## src/rtl/clk_div_multi.sv

```systemverilog
// Multi-channel 50%-duty clock divider / tick generator with per-channel programmable half-period.
// Optional feature: define CLKDIV_SHADOW_EN for glitch-free divisor loads via a shadow register.

module clk_div_ch #(
  parameter int CNT_W = 27,
  parameter logic [CNT_W-1:0] DEF = '1
) (
  input  logic             clk,
  input  logic             rst,
  input  logic             en,
  input  logic             sync,
  input  logic             we,
  input  logic [CNT_W-1:0] data,
  output logic             clk_out,
  output logic             tick
);
  logic [CNT_W-1:0] cnt, half;
`ifdef CLKDIV_SHADOW_EN
  logic [CNT_W-1:0] shadow;
  logic             pend;
  logic             bnd;

  // A running toggle is the only point where a new half may take effect.
  assign bnd = en & ~sync & (cnt == half);
`endif

  always_ff @(posedge clk or posedge rst) begin
    if (rst) begin
      cnt     <= CNT_W'(1);
      half    <= DEF;
      clk_out <= 1'b0;
      tick    <= 1'b0;
`ifdef CLKDIV_SHADOW_EN
      shadow  <= DEF;
      pend    <= 1'b0;
`endif
    end else begin
      tick <= 1'b0;
`ifdef CLKDIV_SHADOW_EN
      if (bnd && pend) half <= shadow;
      if (we) begin
        shadow <= data;
        pend   <= 1'b1;
      end else if (bnd) begin
        pend   <= 1'b0;
      end
`else
      if (we) half <= data;
`endif
      if (sync) begin
        cnt     <= CNT_W'(1);
        clk_out <= 1'b0;
`ifndef CLKDIV_SHADOW_EN
      end else if (we) begin
        // Restart the count so a smaller half can never be overrun; clk_out holds.
        cnt     <= CNT_W'(1);
`endif
      end else if (en) begin
        if (cnt == half) begin
          clk_out <= ~clk_out;
          tick    <= ~clk_out;
          cnt     <= CNT_W'(1);
        end else begin
          cnt     <= cnt + CNT_W'(1);
        end
      end
    end
  end
endmodule

module clk_div_multi #(
  parameter int CLK_HZ   = 100_000_000,
  parameter int N_CH     = 4,
  parameter int CNT_W    = 27,
  parameter int DEF_HALF = CLK_HZ / 2,
  localparam int SEL_W   = (N_CH > 1) ? $clog2(N_CH) : 1
) (
  input  logic             clk,
  input  logic             rst,
  input  logic [N_CH-1:0]  en,
  input  logic             sync,
  input  logic             div_we,
  input  logic [SEL_W-1:0] div_sel,
  input  logic [CNT_W-1:0] div_data,
  output logic [N_CH-1:0]  clk_out,
  output logic [N_CH-1:0]  tick
);
  localparam logic [CNT_W-1:0] DEF = CNT_W'(DEF_HALF);

  logic [N_CH-1:0]  we_vec;
  logic [CNT_W-1:0] data_fix;

  // Out-of-range selects match no channel and are dropped.
  always_comb begin
    we_vec = '0;
    for (int i = 0; i < N_CH; i++)
      we_vec[i] = div_we && (div_sel == SEL_W'(i));
  end

  assign data_fix = (div_data == '0) ? CNT_W'(1) : div_data;

  for (genvar g = 0; g < N_CH; g++) begin : g_ch
    clk_div_ch #(.CNT_W(CNT_W), .DEF(DEF)) u_ch (
      .clk     (clk),
      .rst     (rst),
      .en      (en[g]),
      .sync    (sync),
      .we      (we_vec[g]),
      .data    (data_fix),
      .clk_out (clk_out[g]),
      .tick    (tick[g])
    );
  end
endmodule

```

## config.mk

```make
export PLATFORM = sky130hd
export DESIGN_NAME = clk_div_multi
export DESIGN_NICKNAME = d
export VERILOG_FILES = /design/src/rtl/clk_div_multi.sv
export SDC_FILE = /design/constraint.sdc
export NUM_CORES = 1
export LEC_CHECK = 0
export ABC_AREA = 1
export CORE_MARGIN = 5
export CORE_UTILIZATION = 30
export DETAILED_ROUTE_END_ITERATION = 8
export PLACE_DENSITY = 0.43
export SKIP_LAST_GASP = 1
export SYNTH_ARGS = -nofsm -noshare
export SYNTH_HDL_FRONTEND = slang
export SYNTH_SLANG_ARGS = --single-unit
export TNS_END_PERCENT = 50
```

## constraint.sdc

```tcl
create_clock -name clk -period 19.6 [get_ports clk]
set_input_delay 1.96 -clock clk [delete_from_list [all_inputs] [get_ports clk]]
set_output_delay 1.96 -clock clk [all_outputs]
set_load 0.01 [all_outputs]
```

Word level (Yosys, flattened, before mapping)
Cells that the tools add are included.
{ "classes": {"bitwise_logic": 4, "mux": 49, "reduce_logical": 22, "addsub": 4, "n_eq_ne": 11} }
{ "op_table": {"columns": ["operator", "n"], "rows": [
  ["27-bit two-way mux", 17],
  ["27-bit by 1-bit adder with 27-bit output (second input constant)", 4],
  ["27-bit == test", 4],
  ["1-bit two-way mux", 32],
  ["27-bit zero test", 1],
  ["2-bit nonzero test", 8],
  ["3-bit AND reduction", 4],
  ["3-bit nonzero test", 4],
  ["2-bit != test (second input constant)", 4],
  ["2-bit == test (second input constant)", 2],
  ["1-bit logical AND", 4],
  ["1-bit inverter", 4],
  ["2-bit by 1-bit == test with 1-bit output (second input constant)", 1],
  ["2-bit zero test", 1]
]} }
{ "word_totals": {"output_inout_bits": 8, "reg_bits": 224, "elab_cells": 106} }

Longest topological paths before layout
{ "depth": {"depth_word": 5, "mapped_depth": 13, "depth_no_buf": 12} }

Cells and area by module
Synthesis repeated with hierarchy kept, for this count alone.
{ "hier_totals": {"hier_cells": 1838, "hier_area_um2": 12927.4} }
{ "modules_own_cells": {"columns": ["mod", "cells_each", "area_each_um2", "instances", "seq_area_each_um2"], "rows": [
  ["clk_div_ch", 440, 3156.8, 4, 1417.6],
  ["clk_div_multi", 78, 300.3, 1, 0.0]
]} }

Worst setup path before layout
Ideal clock, no wire load.
{ "synth_timing": {"path_kind": "input to register", "startpoint": "input sync", "endpoint": "register g_ch[0].u_ch.cnt[11]", "t_arrival_ns": 2.967, "path_slack_ns": 16.509, "t_required_ns": 19.476, "cell_stages": 8, "setup_time_ns": 0.124, "cell_sequence": "buf_2 inv_2 nand2_1 nor2_4 buf_2 nor2_1 o22ai_1 a21oi_1"} }
{ "synth_via": {"elab_chain_len": 1, "elab_cells_between_ends": 2} }
{ "synth_rtl": {"columns": ["item", "line_no", "text"], "rows": [
  ["start: declaration", "81", "input logic sync,"],
  ["3-bit nonzero test (no line) / 27-bit two-way mux (equally long branches)", null, null],
  ["end signal: assignment", "64", "cnt <= cnt + CNT_W'(1);"],
  ["end: declaration", "17", "logic [CNT_W-1:0] cnt, half;"]
]} }
Parallel ways exist; a longest one is shown, timed or not.
A chain may end at the register's enable or synchronous reset.

Final worst setup path
{ "layout_timing": {"startpoint": "input div_we", "endpoint": "register g_ch[2].u_ch.cnt[24]"} }
{ "layout_via": {"elab_chain_len": 3, "elab_cells_between_ends": 4} }
{ "layout_rtl": {"columns": ["item", "line_no", "text"], "rows": [
  ["start: declaration", "82", "input logic div_we,"],
  ["1-bit logical AND (*)", "97", "we_vec[i] = div_we && (div_sel == SEL_W'(i));"],
  ["27-bit two-way mux", "54", "end else if (we) begin"],
  ["27-bit two-way mux", "50", "if (sync) begin"],
  ["end signal: assignment", "64", null],
  ["end: declaration", "17", null]
]} }
Every way passes the cells marked *; elsewhere a longest branch is shown, timed or not.

==> results.cfg <==
[synthesis]
syn_area_um2 = 13000
yosys_warnings = 0
ys_seq_elements = 224
async_flop_share = 1.00
netlist_instances = 1793
yosysUniqueCellTypes = 43
synth_edf_count = 0
synthAdderAreaFrac = 0.00384
ys.flop_type = dfrtp_1
yosysSeqAreaShare = 0.435
yosys.area_share.simple = 0.312
synth_top_family_by_area = simple AND/OR/NAND/NOR gates
synth_xor_area_frac = 0.0638
avgSynthCellArea_um2 = 7.27
synth_compound_area_frac = 0.0954
syn-num-nets = 1834
synth.area.mux_share = 0

[setup_path]
r2r_cells = 11
crit_type = in2reg
r2r_end = g_ch[2].u_ch.cnt[18]$_DFFE_PP0P_
cp_common_cell = nand2_1
r2r_start = g_ch[2].u_ch.cnt[0]$_DFFE_PP1P_
path_buf_inv = 3
cpPeakStageDelay_ps = 840
path_cells = clkdlybuf4s50_1 > nand3b_4 > nand2_2 > inv_2 > nor2_4 > nand3_2 > inv_2 > nand2_1 > nand2_1 > nand2_1 > a21oi_1
cp_max_fo = 62
required_ps = 20070
crit_family = simple AND/OR/NAND/NOR gates
cp-end-kind = register
cp_data_arrival_time_ps = 4910
start_kind = input port
r2r_setup_slack_ps = 17420
slowest_stage = nand2_2

[cells_and_area]
drive_above_1_share = 0.0833
final_area_um2 = 14800
n_antenna_cell = 0
finalNetCount = 1856
area_delta_synth_final_pct = 13.6
fillerInstances = 4627

[hold_path]
hp-start = g_ch[0].u_ch.cnt[0]$_DFFE_PP1P_
hold_path_depth = 2
holdPathEnd = g_ch[0].u_ch.cnt[0]$_DFFE_PP1P_
hp-class = reg2reg

[sta]
fmax_ghz = 0.225
finalSetupTns_ps = 0
setup_viol = 0
worst_pin_slew_ps = 1050
slew_headroom = 0.303
rsz0062_at_grt = false
whs_ps = 493
slew_violations = 0
min_period_ps = 4450
hold_viol = 0
finalCritPeriodShare = 0.227
skew_ps = 19.2

[floorplanning]
die_area_um2 = 47700
start_util = 0.303
die_w_um = 218
io_pins = 45
core_um2 = 43100
die_height_um = 218
rows = 76

[place]
place_area_um2 = 13900
detailed_place_hpwl_um = 28800
portBuffers = 44
place_congestion = 0.840

[detailed_routing]
vias = 11300
drc = 0
drtIter0Drc = 695
ant_nets = 0
drt_pass1_iterations = 5
routedWlPerCell_um = 16.4
routed_wl_um = 39800
vias_per_cell = 4.65

[global_routing]
grt_antenna_before_repair = 2
grt_pass1_wl_um = 63400
overflow = 0
grt_pass1_vias = 11100
grt_max_degree = 94
grtUsageTotal = 0.167

[clocking]
path_clk_slew_ps = 60
clockBufferDepth = 3
postCtsSetupBuffers = 0
cts_resized = 0
h-tree-depth = 1
numCtsBuffers = 29
clockRootBuffer = clkbuf_16
cts_tree = done
clock_latency_ps = 570
hold_buffers = 0
clock-sinks = 224

[run_status]
outcome = completed

[job]
cap_violations = 0

[power_and_ir_drop]
p_per_area_nw_per_um2 = 81.7
ir_worst_vdd_mv = 0.0539
p_leak_nw = 6.56
## kinds of logic after synthesis
kind of cell / after synthesis
simple gates: 942
compound gates: 241
xor+xnor: 95
flops: 224
fa+ha+maj: 4
buf+inv: 287
## power breakdown
| part | switching [mW] | internal [mW] |
|---|---|---|
| Combinational | 0.0989 | 0.0602 |
| Sequential | 0.0366 | 0.517 |
| Clock | 0.206 | 0.292 |
## stage by stage
step / std cells / setup slack [ps] / total power [mW] / util
floorplan: 1793 / 11590 / 0.666 / -
global placement: 2369 / 14550 / 0.721 / 0.324
detailed placement: 2369 / 14580 / 0.723 / 0.324
CTS: 2422 / 15160 / 1.23 / 0.344
global route: 2422 / 14890 / 1.28 / 0.344
finish: 2422 / 15150 / 1.21 / 0.344
## registers in the layout, indices dropped and copies added, names as in the netlist
register	cells
g_ch.u_ch.clk_out	4
g_ch.u_ch.cnt	108
g_ch.u_ch.half	108
g_ch.u_ch.tick	4
## worst register-to-register path: stages, from the launching register on
cell and delay [ps]:
dfstp_2 590, inv_1 80, nand2_1 60, nand2_1 50
nor2_1 90, nand2_1 50, nor2_1 190, nand2_1 120
nor2_4 180, nor2_2 60, nand2_2 410, a21oi_1 150
## routing by layer
| layer | GRT usage | vias up | share of wire |
|---|---|---|---|
| li1 | - | 5697 | - |
| met1 | 0.238 | 5332 | 0.48 |
| met2 | 0.273 | 175 | 0.46 |
| met3 | 0.0198 | 55 | 0.033 |
| met4 | 0.0425 | 2 | 0.028 |
| met5 | 0 | - | 0.00033 |
## placed cells by master (no fill, tap or decap), types with 7 or more instances in the layout
| master | count |
|---|---|
| nand2_1 | 561 |
| inv_1 | 215 |
| dfrtp_1 | 172 |
| nor2_1 | 164 |
| o21ai_0 | 126 |
| nand3_1 | 105 |
| a21oi_1 | 93 |
| dfstp_2 | 52 |
| xnor2_1 | 51 |
| xor2_1 | 44 |
| clkdlybuf4s50_1 | 44 |
| nand4_1 | 32 |
| clkbuf_16 | 29 |
| nor3_1 | 28 |
| clkbuf_1 | 16 |
| inv_2 | 12 |
| nor2_4 | 10 |
| nand2_2 | 9 |
| nor4_1 | 7 |
## synthesized netlist by cell type (2+ instances only)
library cell,instances,area share
o21ai_1,5,0.0019
nor3_1,28,0.011
dfstp_2,52,0.10
buf_4,12,0.0069
buf_2,18,0.0069
o21ai_0,126,0.048
a21oi_1,93,0.036
ha_1,4,0.0038
nand3_1,105,0.040
nand3_2,3,0.0023
nor2_1,164,0.047
inv_2,12,0.0035
buf_6,4,0.0035
nor3_2,6,0.0046
xor2_1,44,0.030
nand3b_1,2,0.0012
nand2_1,561,0.16
a21oi_2,2,0.0013
a22oi_1,2,0.0012
xnor2_1,51,0.034
nand2_2,9,0.0043
nor2_4,10,0.0086
a31oi_1,2,0.00096
inv_1,216,0.062
nor2_2,5,0.0024
nand2_4,4,0.0035
nor4_1,7,0.0034
clkbuf_1,20,0.0058
buf_1,4,0.0012
o31ai_1,2,0.0012
o22ai_1,6,0.0029
dfrtp_1,172,0.33
nand4_1,32,0.015
## worst max path at each step
stage,slack [ps],to,from,cells after the start
after floorplan,11590,g_ch[0].u_ch.clk_out$_DFFE_PP0P_,rst,1
after global placement,14550,g_ch[2].u_ch.cnt[24]$_DFFE_PP0P_,div_we,11
after detailed placement,14580,g_ch[2].u_ch.cnt[20]$_DFFE_PP0P_,div_we,11
after CTS,15160,g_ch[2].u_ch.cnt[24]$_DFFE_PP0P_,div_we,11
after global routing,14890,g_ch[2].u_ch.cnt[24]$_DFFE_PP0P_,div_sel[0],11
final,15150,g_ch[2].u_ch.cnt[24]$_DFFE_PP0P_,div_we,11
## layout make-up
cell class	instances	area, um^2	share of cell area
Clock inverter	3	18.8	0.00127
Multi-Input combinational cell	1282	6190	0.418
Tap cell	585	732	0.0494
Inverter	228	863	0.0583
Sequential cell	224	5670	0.383
Timing Repair Buffer	50	485	0.0328
Clock buffer	50	855	0.0577
(Power assumes the default switching activity.)
